## src/rtl/keypad_pkg.sv

```systemverilog
// keypad_pkg: shared constants, types and the key-map lookup for the
// keypad scanner slice.
//   key_t        : 4-bit key code (0-9, A='*', B='#', F=no key)
//   scan_state_t : DRIVE/SAMPLE states of the row scan
//   key_code()   : row/column position to key code
package keypad_pkg;

    localparam int unsigned ROWS = 4;
    localparam int unsigned COLS = 3;

    typedef logic [3:0] key_t;

    localparam key_t KEY_NONE = 4'hF;
    localparam key_t KEY_STAR = 4'hA;
    localparam key_t KEY_HASH = 4'hB;

    typedef enum logic {
        ST_DRIVE,
        ST_SAMPLE
    } scan_state_t;

    // Layout, rows top to bottom: 1 2 3 / 4 5 6 / 7 8 9 / * 0 #
    function automatic key_t key_code(input int unsigned row, input int unsigned col);
        key_t code;
        if (row < ROWS - 1) begin
            code = key_t'(row * COLS + col + 1);
        end else begin
            case (col)
                0:       code = KEY_STAR;
                1:       code = 4'h0;
                default: code = KEY_HASH;
            endcase
        end
        return code;
    endfunction

endpackage

```

## src/rtl/keypad_scanner_if.sv

```systemverilog
// keypad_scanner_if: keypad matrix and key-report signals.
//   row_n     : row drive, active-low, one row low at a time
//   col_n     : column sense, active-low, asynchronous to clk
//   key       : accepted key code (F = no key)
//   key_valid : one-cycle strobe on a newly accepted key
//   key_held  : high while an accepted key is pressed
// slave = scanner side, master = keypad / consumer side.
interface keypad_scanner_if;
    import keypad_pkg::*;

    logic [ROWS-1:0] row_n;
    logic [COLS-1:0] col_n;
    key_t            key;
    logic            key_valid;
    logic            key_held;

    modport slave (
        output row_n,
        input  col_n,
        output key,
        output key_valid,
        output key_held
    );

    modport master (
        input  row_n,
        output col_n,
        input  key,
        input  key_valid,
        input  key_held
    );

endinterface

```

## src/rtl/keypad_debounce.sv

```systemverilog
// keypad_debounce: frame-level debounce of scan results.
//   clk, reset : clock, asynchronous active-high reset
//   frame_stb  : one cycle per completed scan frame
//   frame_code : key code seen in that frame (F = none / ambiguous)
//   key        : accepted key code
//   key_valid  : one-cycle pulse when a new non-F code is accepted
//   key_held   : accepted code is a real key
module keypad_debounce
    import keypad_pkg::*;
#(
    parameter int unsigned DEBOUNCE = 4
) (
    input  logic clk,
    input  logic reset,
    input  logic frame_stb,
    input  key_t frame_code,
    output key_t key,
    output logic key_valid,
    output logic key_held
);

    key_t       candidate;
    key_t       cand_next;
    key_t       accepted;
    logic [3:0] count;
    logic [3:0] count_next;
    logic       accept;

    always_comb begin
        cand_next  = candidate;
        count_next = count;
        if (frame_code == candidate) begin
            count_next = (count == 4'(DEBOUNCE)) ? count : count + 4'd1;
        end else begin
            cand_next  = frame_code;
            count_next = 4'd1;
        end
        accept = (count_next == 4'(DEBOUNCE)) && (cand_next != accepted);
    end

    always_ff @(posedge clk or posedge reset) begin
        if (reset) begin
            candidate <= KEY_NONE;
            count     <= '0;
            accepted  <= KEY_NONE;
            key_valid <= 1'b0;
            key_held  <= 1'b0;
        end else begin
            key_valid <= 1'b0;
            if (frame_stb) begin
                candidate <= cand_next;
                count     <= count_next;
                if (accept) begin
                    accepted  <= cand_next;
                    // Strobe shares the edge that updates accepted, so it
                    // lines up with the first cycle key shows the new code.
                    key_valid <= (cand_next != KEY_NONE);
                    key_held  <= (cand_next != KEY_NONE);
                end
            end
        end
    end

    assign key = accepted;

endmodule

```

## src/rtl/keypad_scanner.sv

```systemverilog
// keypad_scanner: 4x3 active-low keypad scanner with column synchroniser,
// row-scan FSM and frame-level debounce.
//   clk, reset : clock, asynchronous active-high reset
//   bus        : keypad_scanner_if.slave (row_n, col_n, key, key_valid, key_held)
module keypad_scanner
    import keypad_pkg::*;
#(
    parameter int unsigned SCAN_DIV = 1000,
    parameter int unsigned DEBOUNCE = 4
) (
    input  logic              clk,
    input  logic              reset,
    keypad_scanner_if.slave   bus
);

    localparam int unsigned SAMPLE_PT = SCAN_DIV - 1;
    localparam int unsigned DW        = $clog2(SCAN_DIV);

    logic [COLS-1:0]             col_s1;
    logic [COLS-1:0]             col_s2;
    scan_state_t                 state;
    logic [DW-1:0]               dwell;
    logic [1:0]                  row_idx;
    logic [ROWS-1:0]             row_n_q;
    logic [ROWS-2:0][COLS-1:0]   rows_q;

    logic                        frame_stb;
    logic [ROWS-1:0][COLS-1:0]   frame_cols;
    logic [3:0]                  hits;
    key_t                        hit_code;
    key_t                        frame_code;

    always_ff @(posedge clk or posedge reset) begin
        if (reset) begin
            col_s1  <= '1;
            col_s2  <= '1;
            state   <= ST_DRIVE;
            dwell   <= '0;
            row_idx <= '0;
            row_n_q <= 4'b1110;
            rows_q  <= '1;
        end else begin
            col_s1 <= bus.col_n;
            col_s2 <= col_s1;
            case (state)
                ST_DRIVE: begin
                    if (dwell == DW'(SAMPLE_PT - 1)) begin
                        dwell <= '0;
                        state <= ST_SAMPLE;
                    end else begin
                        dwell <= dwell + 1'b1;
                    end
                end
                ST_SAMPLE: begin
                    // The last row is not stored: it is consumed directly
                    // from col_s2 by the frame evaluation in this cycle.
                    case (row_idx)
                        2'd0:    rows_q[0] <= col_s2;
                        2'd1:    rows_q[1] <= col_s2;
                        2'd2:    rows_q[2] <= col_s2;
                        default: ;
                    endcase
                    row_idx <= row_idx + 1'b1;
                    row_n_q <= {row_n_q[ROWS-2:0], row_n_q[ROWS-1]};
                    state   <= ST_DRIVE;
                end
                default: state <= ST_DRIVE;
            endcase
        end
    end

    assign frame_stb  = (state == ST_SAMPLE) && (row_idx == 2'(ROWS - 1));
    assign frame_cols = {col_s2, rows_q};

    // Exactly one pressed contact yields a code; none or several give F.
    always_comb begin
        hits     = '0;
        hit_code = KEY_NONE;
        for (int unsigned r = 0; r < ROWS; r++) begin
            for (int unsigned c = 0; c < COLS; c++) begin
                if (!frame_cols[r][c]) begin
                    hits     = hits + 4'd1;
                    hit_code = key_code(r, c);
                end
            end
        end
        frame_code = (hits == 4'd1) ? hit_code : KEY_NONE;
    end

    keypad_debounce #(
        .DEBOUNCE (DEBOUNCE)
    ) u_debounce (
        .clk        (clk),
        .reset      (reset),
        .frame_stb  (frame_stb),
        .frame_code (frame_code),
        .key        (bus.key),
        .key_valid  (bus.key_valid),
        .key_held   (bus.key_held)
    );

    assign bus.row_n = row_n_q;

endmodule
```

## src/flat_wrapper.sv

```systemverilog
// flat-port wrapper written by rule: the top's interface ports become plain ports
module keypad_scanner_flat import keypad_pkg::*;
#(
    parameter int unsigned SCAN_DIV = 1000,
    parameter int unsigned DEBOUNCE = 4
)
  (clk, reset, bus_row_n, bus_col_n, bus_key, bus_key_valid, bus_key_held);
  keypad_scanner_if bus_i ();
  input  logic clk;
  input  logic reset;
  output wire logic [$bits(bus_i.row_n)-1:0] bus_row_n;
  input wire logic [$bits(bus_i.col_n)-1:0] bus_col_n;
  output wire logic [$bits(bus_i.key)-1:0] bus_key;
  output wire logic [$bits(bus_i.key_valid)-1:0] bus_key_valid;
  output wire logic [$bits(bus_i.key_held)-1:0] bus_key_held;
  assign bus_row_n = bus_i.row_n;
  assign bus_i.col_n = bus_col_n;
  assign bus_key = bus_i.key;
  assign bus_key_valid = bus_i.key_valid;
  assign bus_key_held = bus_i.key_held;
  keypad_scanner #(.SCAN_DIV(SCAN_DIV), .DEBOUNCE(DEBOUNCE)) u_core (.clk(clk), .reset(reset), .bus(bus_i));
endmodule
```

## config.mk

```make
export PLATFORM = sky130hd
export DESIGN_NAME = keypad_scanner_flat
export DESIGN_NICKNAME = d
export VERILOG_FILES = /design/src/rtl/keypad_pkg.sv /design/src/rtl/keypad_scanner_if.sv /design/src/rtl/keypad_debounce.sv /design/src/rtl/keypad_scanner.sv /design/src/flat_wrapper.sv
export SDC_FILE = /design/constraint.sdc
export NUM_CORES = 1
export LEC_CHECK = 0
export CORE_MARGIN = 10
export CORE_UTILIZATION = 30
export CTS_BUF_LIST = sky130_fd_sc_hd__clkbuf_2
export CTS_CLUSTER_SIZE = 14
export DETAILED_ROUTE_END_ITERATION = 12
export GPL_ROUTABILITY_DRIVEN = 0
export PLACE_DENSITY = 0.5
export SKIP_LAST_GASP = 1
export SLEW_MARGIN = 10
export SYNTH_ARGS = -nofsm -noshare
export SYNTH_HDL_FRONTEND = slang
export SYNTH_HIERARCHICAL = 1
export SYNTH_SLANG_ARGS = --single-unit
```

## constraint.sdc

```tcl
create_clock -name clk -period 17.66 [get_ports clk]
set_input_delay 3.532 -clock clk [delete_from_list [all_inputs] [get_ports clk]]
set_output_delay 3.532 -clock clk [all_outputs]
set_load 0.005 [all_outputs]
```

==> results of run 1 <==
[how the worst max path moves through the flow]
stage                                      from                                      to  slack, ps  cells after the start
2_1_floorplan  u_core/frame_cols[0]$_DFFE_PP1P_  u_core/u_debounce/key_held$_DFFE_PP0P_      10070                     36
3_3_place_gp   u_core/frame_cols[0]$_DFFE_PP1P_  u_core/u_debounce/key_held$_DFFE_PP0P_       9450                     38
3_5_place_dp   u_core/frame_cols[0]$_DFFE_PP1P_  u_core/u_debounce/key_held$_DFFE_PP0P_       9180                     36
4_1_cts        u_core/frame_cols[0]$_DFFE_PP1P_  u_core/u_debounce/key_held$_DFFE_PP0P_       9130                     36
5_1_grt        u_core/frame_cols[0]$_DFFE_PP1P_  u_core/u_debounce/key_held$_DFFE_PP0P_       8450                     36
6_report       u_core/frame_cols[0]$_DFFE_PP1P_  u_core/u_debounce/key_held$_DFFE_PP0P_       9160                     36
[sequential cells by signal (all words and copies together) (netlist names), 2 cells and up]
register,flops
u_core/dwell,10
u_core/row_idx,2
u_core/u_debounce/count,4
u_core/col_s1,3
u_core/col_s2,3
u_core/u_debounce/candidate,4
u_core/frame_cols,9
u_core/u_debounce/key,4
u_core/bus.row_n,4
[logic make-up after synthesis]
| family | synth area share, % |
|---|---|
| buffers and inverters | 4.98 |
| flip-flops | 36.3 |
| XOR/XNOR | 14.2 |
| AND/OR/NAND/NOR | 17.9 |
| adder cells (fa/ha/maj) | 8.05 |
| AO/OA/AOI/OAI | 10.7 |
| multiplexers | 7.93 |
[metrics by stage]
stage          setup WS (ps)  hold slack (ps)  utilization [%]
2_1_floorplan          10070              345                -
4_1_cts                 9130              374             33.3
3_5_place_dp            9180              348             32.7
3_3_place_gp            9450              347             32.7
5_1_grt                 8450              377             33.3
6_report                9160              372             33.3
[worst max-delay path, delay by kind of cell (launching register included)]
family                   cells  cell delay, ps
AO/OA/AOI/OAI                8            1910
XOR/XNOR                     2             520
adder cells (fa/ha/maj)     10            2920
buffers and inverters        4             270
flip-flops                   1             600
multiplexers                 2             580
AND/OR/NAND/NOR             10            1620
[placed cells by master, fill, tap and decap left out, drive strengths merged, types with 5 or more instances in the layout]
cell type,instances
nand3,12
nand2b,10
dfstp,26
o211ai,5
clkbuf,6
a21oi,9
o21ai,15
ha,21
and3,5
xnor2,26
dfrtp,20
nor2b,7
nor2,19
clkdlybuf4s50,14
inv,22
mux2,23
nand4,7
nand2,24
xor2,10
[layer usage]
metal  global-route usage [%]  share of wire [%]
met5                        0                  0
met4                     2.54                1.4
met3                     1.11                1.3
met2                     13.2                 47
met1                     9.39                 50
[synthesized netlist by cell type (2+ instances only)]
cell	instances	area share, %
sky130_fd_sc_hd__dfstp_2	26	21
sky130_fd_sc_hd__nand2_1	24	2.8
sky130_fd_sc_hd__mux2_2	23	7.9
sky130_fd_sc_hd__xnor2_1	22	5.9
sky130_fd_sc_hd__ha_1	21	8.0
sky130_fd_sc_hd__inv_1	21	2.4
sky130_fd_sc_hd__dfrtp_1	20	15
sky130_fd_sc_hd__nor2_1	18	2.1
sky130_fd_sc_hd__o21ai_0	15	2.3
sky130_fd_sc_hd__nand3_1	12	1.8
sky130_fd_sc_hd__nand2b_1	10	1.9
sky130_fd_sc_hd__xor2_1	10	2.7
sky130_fd_sc_hd__a21oi_1	9	1.4
sky130_fd_sc_hd__nor2b_1	7	1.3
sky130_fd_sc_hd__nand4_1	6	1.1
sky130_fd_sc_hd__o211ai_1	5	1.1
sky130_fd_sc_hd__and3_1	4	0.77
sky130_fd_sc_hd__buf_2	4	0.61
sky130_fd_sc_hd__a211oi_1	3	0.69
sky130_fd_sc_hd__buf_6	3	1.0
sky130_fd_sc_hd__nand3b_1	3	0.69
sky130_fd_sc_hd__nor3_1	3	0.46
sky130_fd_sc_hd__a31oi_1	2	0.38
sky130_fd_sc_hd__clkbuf_1	2	0.23
sky130_fd_sc_hd__nor3b_1	2	0.46
sky130_fd_sc_hd__o221ai_1	2	0.54
sky130_fd_sc_hd__xnor2_2	2	1.0
sky130_fd_sc_hd__xnor2_4	2	1.7
sky130_fd_sc_hd__xnor3_2	2	1.5
[area by class of cell]
type                       instances  area (um2)
clock buffer                       6        30.0
clock inverter                     2        33.8
fill                            1103        7170
inverter                          22        82.6
multi-input combinational        237        1920
sequential                        46        1180
tap                              140         175
timing repair buffer              16         155
[power by group]
| group | internal [W] | switching, W |
|---|---|---|
| combinational | 0.00000292 | 0.00000411 |
| sequential | 0.000107 | 0.00000128 |
| clock | 0.0000241 | 0.0000324 |
==> run metrics, run 1 <==
total of cells resized after clock tree synthesis=0; Std-Cell Core Area=10,700 um2; Worst path slowest cell=sky130_fd_sc_hd__dfstp_2; die span in x=between 100 and 150 um; overall overflow remaining after global route=0; cell at the root of the clock tree=sky130_fd_sc_hd__clkbuf_2; cells on worst reg2reg path=36; Avg Inst Size Synth=about 10 um2; area of placed instances=roughly 3500 um2; antenna violations before repair=0; input/output buffers=14; hold buffers post-CTS=0; number of enable flip-flop cells after synthesis=0; share of flip-flops with an asynchronous set or reset after synthesis=between 90% and 100%; result of the run=complete, no violations; post-synthesis instance area=between 3000 and 4000 um2; number of warnings printed during yosys synthesis=6; Slew Limit Headroom=60.4%; Routed wire per std cell=~12 um; Die Footprint=15,500 um2; final count of hold timing violations=0; drt pass-1 iters=4; detailed placer's ending HPWL=4.45 mm; total length of routed wires=slightly below 6 mm; hold endpoint=u_core/col_s2[0]$_DFF_PP1_; sequential-to-total area share from yosys stat=36.3%; CTS Sinks=between 40 and 50; fin crit share=between 40% and 50%; nature of the critical path endpoint=register; unrepaired setup endpoints after global routing=false; top fanout value on the critical path=7; worst-margin pin slew=just under 600 ps; Overall Power=0.000172 W; number of standard cells in the layout, taps in and fillers out=roughly 470; GRT Util Overall=under 10%; Worst IR Drop VDD=between 0.00004 and 0.00005 V; type of the worst min-delay path=register to register; violation count after the first detailed-route iteration=109; source of the worst register-to-register timing path=u_core/frame_cols[0]$_DFFE_PP1P_; Via-to-Cell Ratio=approximately 4.7; TritonCTS clock tree=done; number of ports placed on the die boundary=15; largest net degree at the start of global routing=33; Final TNS setup=0 ps; total of flip-flops plus latches after synthesis=46; maxcap violations=0; number of cells traversed by the worst hold path=0; Row Count=38; # setup viols final=0; max-slew violation count=0; height of the die=~120 um; net count of the mapped netlist=around 340; Yosys cell types=between 60 and 70; Nets=roughly 350; min cycle time layout=between 8000 and 9000 ps; WP data arrival=slightly below 9000 ps; flip-flop cell with the highest count after synthesis=sky130_fd_sc_hd__dfstp_2; remaining antenna violation count after routing=0; DRC=0; required time of the critical path=approximately 18,000 ps; maximum clock insertion buffer count=2; Critical Path Max Stage Delay=600 ps; Power Density=around 48 nW/um2; startpoint-to-endpoint class of the critical path=register to register; peak clock frequency supported by timing=roughly 120 MHz; number of placed instances with taps included=approximately 460; number of cells produced by synthesis=around 320; Initial Utilization=slightly above 30%; fraction of layout instances using a drive strength above 1=a little under a quarter; CTS HTree Levels=2; register-to-register setup slack=around 9200 ps; Worst R2R End=u_core/u_debounce/key_held$_DFFE_PP0P_; clock-pin transition on the worst setup and hold timing paths=210 ps; startpoint type of the worst setup path=register; post-CTS setup buffer count=0; worst skew pair latency=a little under 400 ps; number of global-route vias before repair=about 2,300; final design instance area without fill=around 3600 um2; n_diodes=0; critical hold path startpoint=u_core/col_s1[0]$_DFF_PP1_; area grow syn2layout=9.62%; Num CTS Buffers=5; post-route clock skew=about 14 ps; first-pass GRT wire length=around 10 mm; total via count in the routed design=around 2,200; most prevalent standard cell on the critical path=sky130_fd_sc_hd__ha_1; cell leakage power=about 1.5 nW
No activity file was read; power rests on OpenSTA's default activity.
==> run 2: changes to the inputs <==
Settings changed: PLACE_DENSITY 0.5 to 0.52.
Clock period 17.66 ns to 6.9 ns, I/O delays scaled along.
==> run 2 against run 1 <==
Compared with the run above: maximum frequency grew 20%; the run now ends with setup timing left; combinational power grew to 4.1 times the previous value; critical path type unchanged; die area is the same; non-clock buffer count grew 41; critical endpoint unchanged.
==> run metrics, run 2 (synthesis results as in run 1) <==
result of the run=finished with violations; violations in the final reports=setup timing; drt pass-1 iters=4; number of global-route vias before repair=between 2,000 and 2,500; post-route clock skew=around 27 ps; overall overflow remaining after global route=0; Nets=395; worst-margin pin slew=roughly 630 ps; Initial Utilization=30.4%; clock-pin transition on the worst setup and hold timing paths=about 220 ps; area grow syn2layout=27.8%; largest net degree at the start of global routing=33; Via-to-Cell Ratio=~4.7; Num CTS Buffers=5; Row Count=38; utilization of the core after routing=about two fifths; most common cell after layout, fill and taps aside=sky130_fd_sc_hd__buf_4; die span in x=124 um; maximum clock insertion buffer count=2; max-slew violation count=0; TritonCTS clock tree=done; worst-case setup slack after placement=-271 ps; required time of the critical path=~7200 ps; CTS Sinks=46; top fanout value on the critical path=5; WP data arrival=7400 ps; fraction of layout instances using a drive strength above 1=42.4%; Die Footprint=roughly 15,000 um2; nature of the critical path endpoint=register; DRC=0; Worst IR Drop VDD=0.000113 V; unrepaired setup endpoints after global routing=true; remaining antenna violation count after routing=0; max reg flops=10; # setup viols final=10; fillers=1,099; min cycle time layout=between 7000 and 8000 ps; number of ports placed on the die boundary=15; CTS HTree Levels=2; register containing the most flip-flops in the final layout=u_core/dwell; input/output buffers=14; type of the worst min-delay path=register to register; hold buffers post-CTS=0; antenna violations before repair=1; Worst path slowest cell=sky130_fd_sc_hd__dfstp_2; final critical-path setup slack=-182 ps; Routed wire per std cell=~13 um; first-pass GRT wire length=between 10 and 15 mm; GRT Util Overall=8.46%; most prevalent standard cell on the critical path=sky130_fd_sc_hd__ha_4; most frequent cells in the layout=sky130_fd_sc_hd__buf_4 (39), sky130_fd_sc_hd__dfstp_2 (26), sky130_fd_sc_hd__mux2_2 (20), sky130_fd_sc_hd__dfrtp_1 (20), sky130_fd_sc_hd__nand2_1 (18); final count of hold timing violations=0; height of the die=around 120 um; detailed placer's ending HPWL=roughly 4.8 mm; startpoint-to-endpoint class of the critical path=register to register; Power Density=~100 nW/um2; total via count in the routed design=2,416; startpoint type of the worst setup path=register; worst skew pair latency=between 400 and 500 ps; cell at the root of the clock tree=sky130_fd_sc_hd__clkbuf_2; total length of routed wires=roughly 6.7 mm; Critical Path Max Stage Delay=approximately 600 ps; maxcap violations=0; violation count after the first detailed-route iteration=99; fin crit share=103%; cell leakage power=roughly 1.7 nW; peak clock frequency supported by timing=between 100 and 150 MHz; Slew Limit Headroom=57.9%; Std-Cell Core Area=roughly 11,000 um2
## run 2: per-stage QoR
step | cells | power, W | TNS [ps] | hold slack [ps] | area [um2]
floorplan | 316 | 0.000296 | -597 | 345 | 3350
global placement | 487 | 0.000303 | -957 | 348 | 3790
detailed placement | 487 | 0.000303 | -1690 | 350 | 3790
CTS | 509 | 0.000427 | -1340 | 377 | 4000
global route | 511 | 0.000445 | -4610 | 382 | 4170
finish | 511 | 0.000421 | -1160 | 374 | 4170
## run 2: worst max-delay path, delay by kind of cell (launching register included)
kind	cells	cell delay (ps)
compound gates	9	1580
flops	1	600
mux	2	600
xor+xnor	2	270
fa+ha+maj	10	2490
simple gates	9	960
buf+inv	6	510
## run 2: layer usage
layer  track usage [%]  wire length, um  vias to the layer above
li1                  -                -                     1212
met1              9.94             3130                     1178
met2              14.7             3370                       19
met3              1.36               96                        7
met4              3.91              120                        0
met5                 0                0                        -
## run 2: repair_timing
item	in CTS	in global routing
gates resized for setup	13	29
hold endpoints to repair	0	0
setup endpoints to repair	10	12
buffers inserted	14	2
cloned	0	0
pin swaps	11	24
## run 2: area by class of cell
cell class | count | area, um2 | share of cell area [%]
well taps | 140 | 175 | 4.20
diodes | 1 | 2.50 | 0.0600
clock inverters | 1 | 7.51 | 0.180
clock buffers | 7 | 35.0 | 0.840
inverters | 22 | 82.6 | 1.98
flip-flops and latches | 46 | 1180 | 28.4
repair buffers | 57 | 478 | 11.5
multi-input cells | 237 | 2210 | 52.9
## run 2: path summary, 6_finish.rpt
path / cells past startpoint / slack [ps] / to / start
max: 38 / -180 / u_core/u_debounce/key_held$_DFFE_PP0P_ / u_core/frame_cols[0]$_DFFE_PP1P_
min: 0 / 370 / u_core/col_s2[0]$_DFF_PP1_ / u_core/col_s1[0]$_DFF_PP1_
max reg2reg: 38 / -180 / u_core/u_debounce/key_held$_DFFE_PP0P_ / u_core/frame_cols[0]$_DFFE_PP1P_
min reg2reg: 0 / 370 / u_core/col_s2[0]$_DFF_PP1_ / u_core/col_s1[0]$_DFF_PP1_
max in group asynchronous: 2 / 5200 / u_core/u_debounce/key[2]$_DFFE_PP1P_ / reset
min in group asynchronous: 3 / 1310 / u_core/row_idx[0]$_DFFE_PP0P_ / reset
## run 2: where the power goes
part | internal [W] | total [W] | switching [W]
clock | 0.0000280 | 0.000114 | 0.0000856
sequential | 0.000274 | 0.000278 | 0.00000381
combinational | 0.0000139 | 0.0000291 | 0.0000152
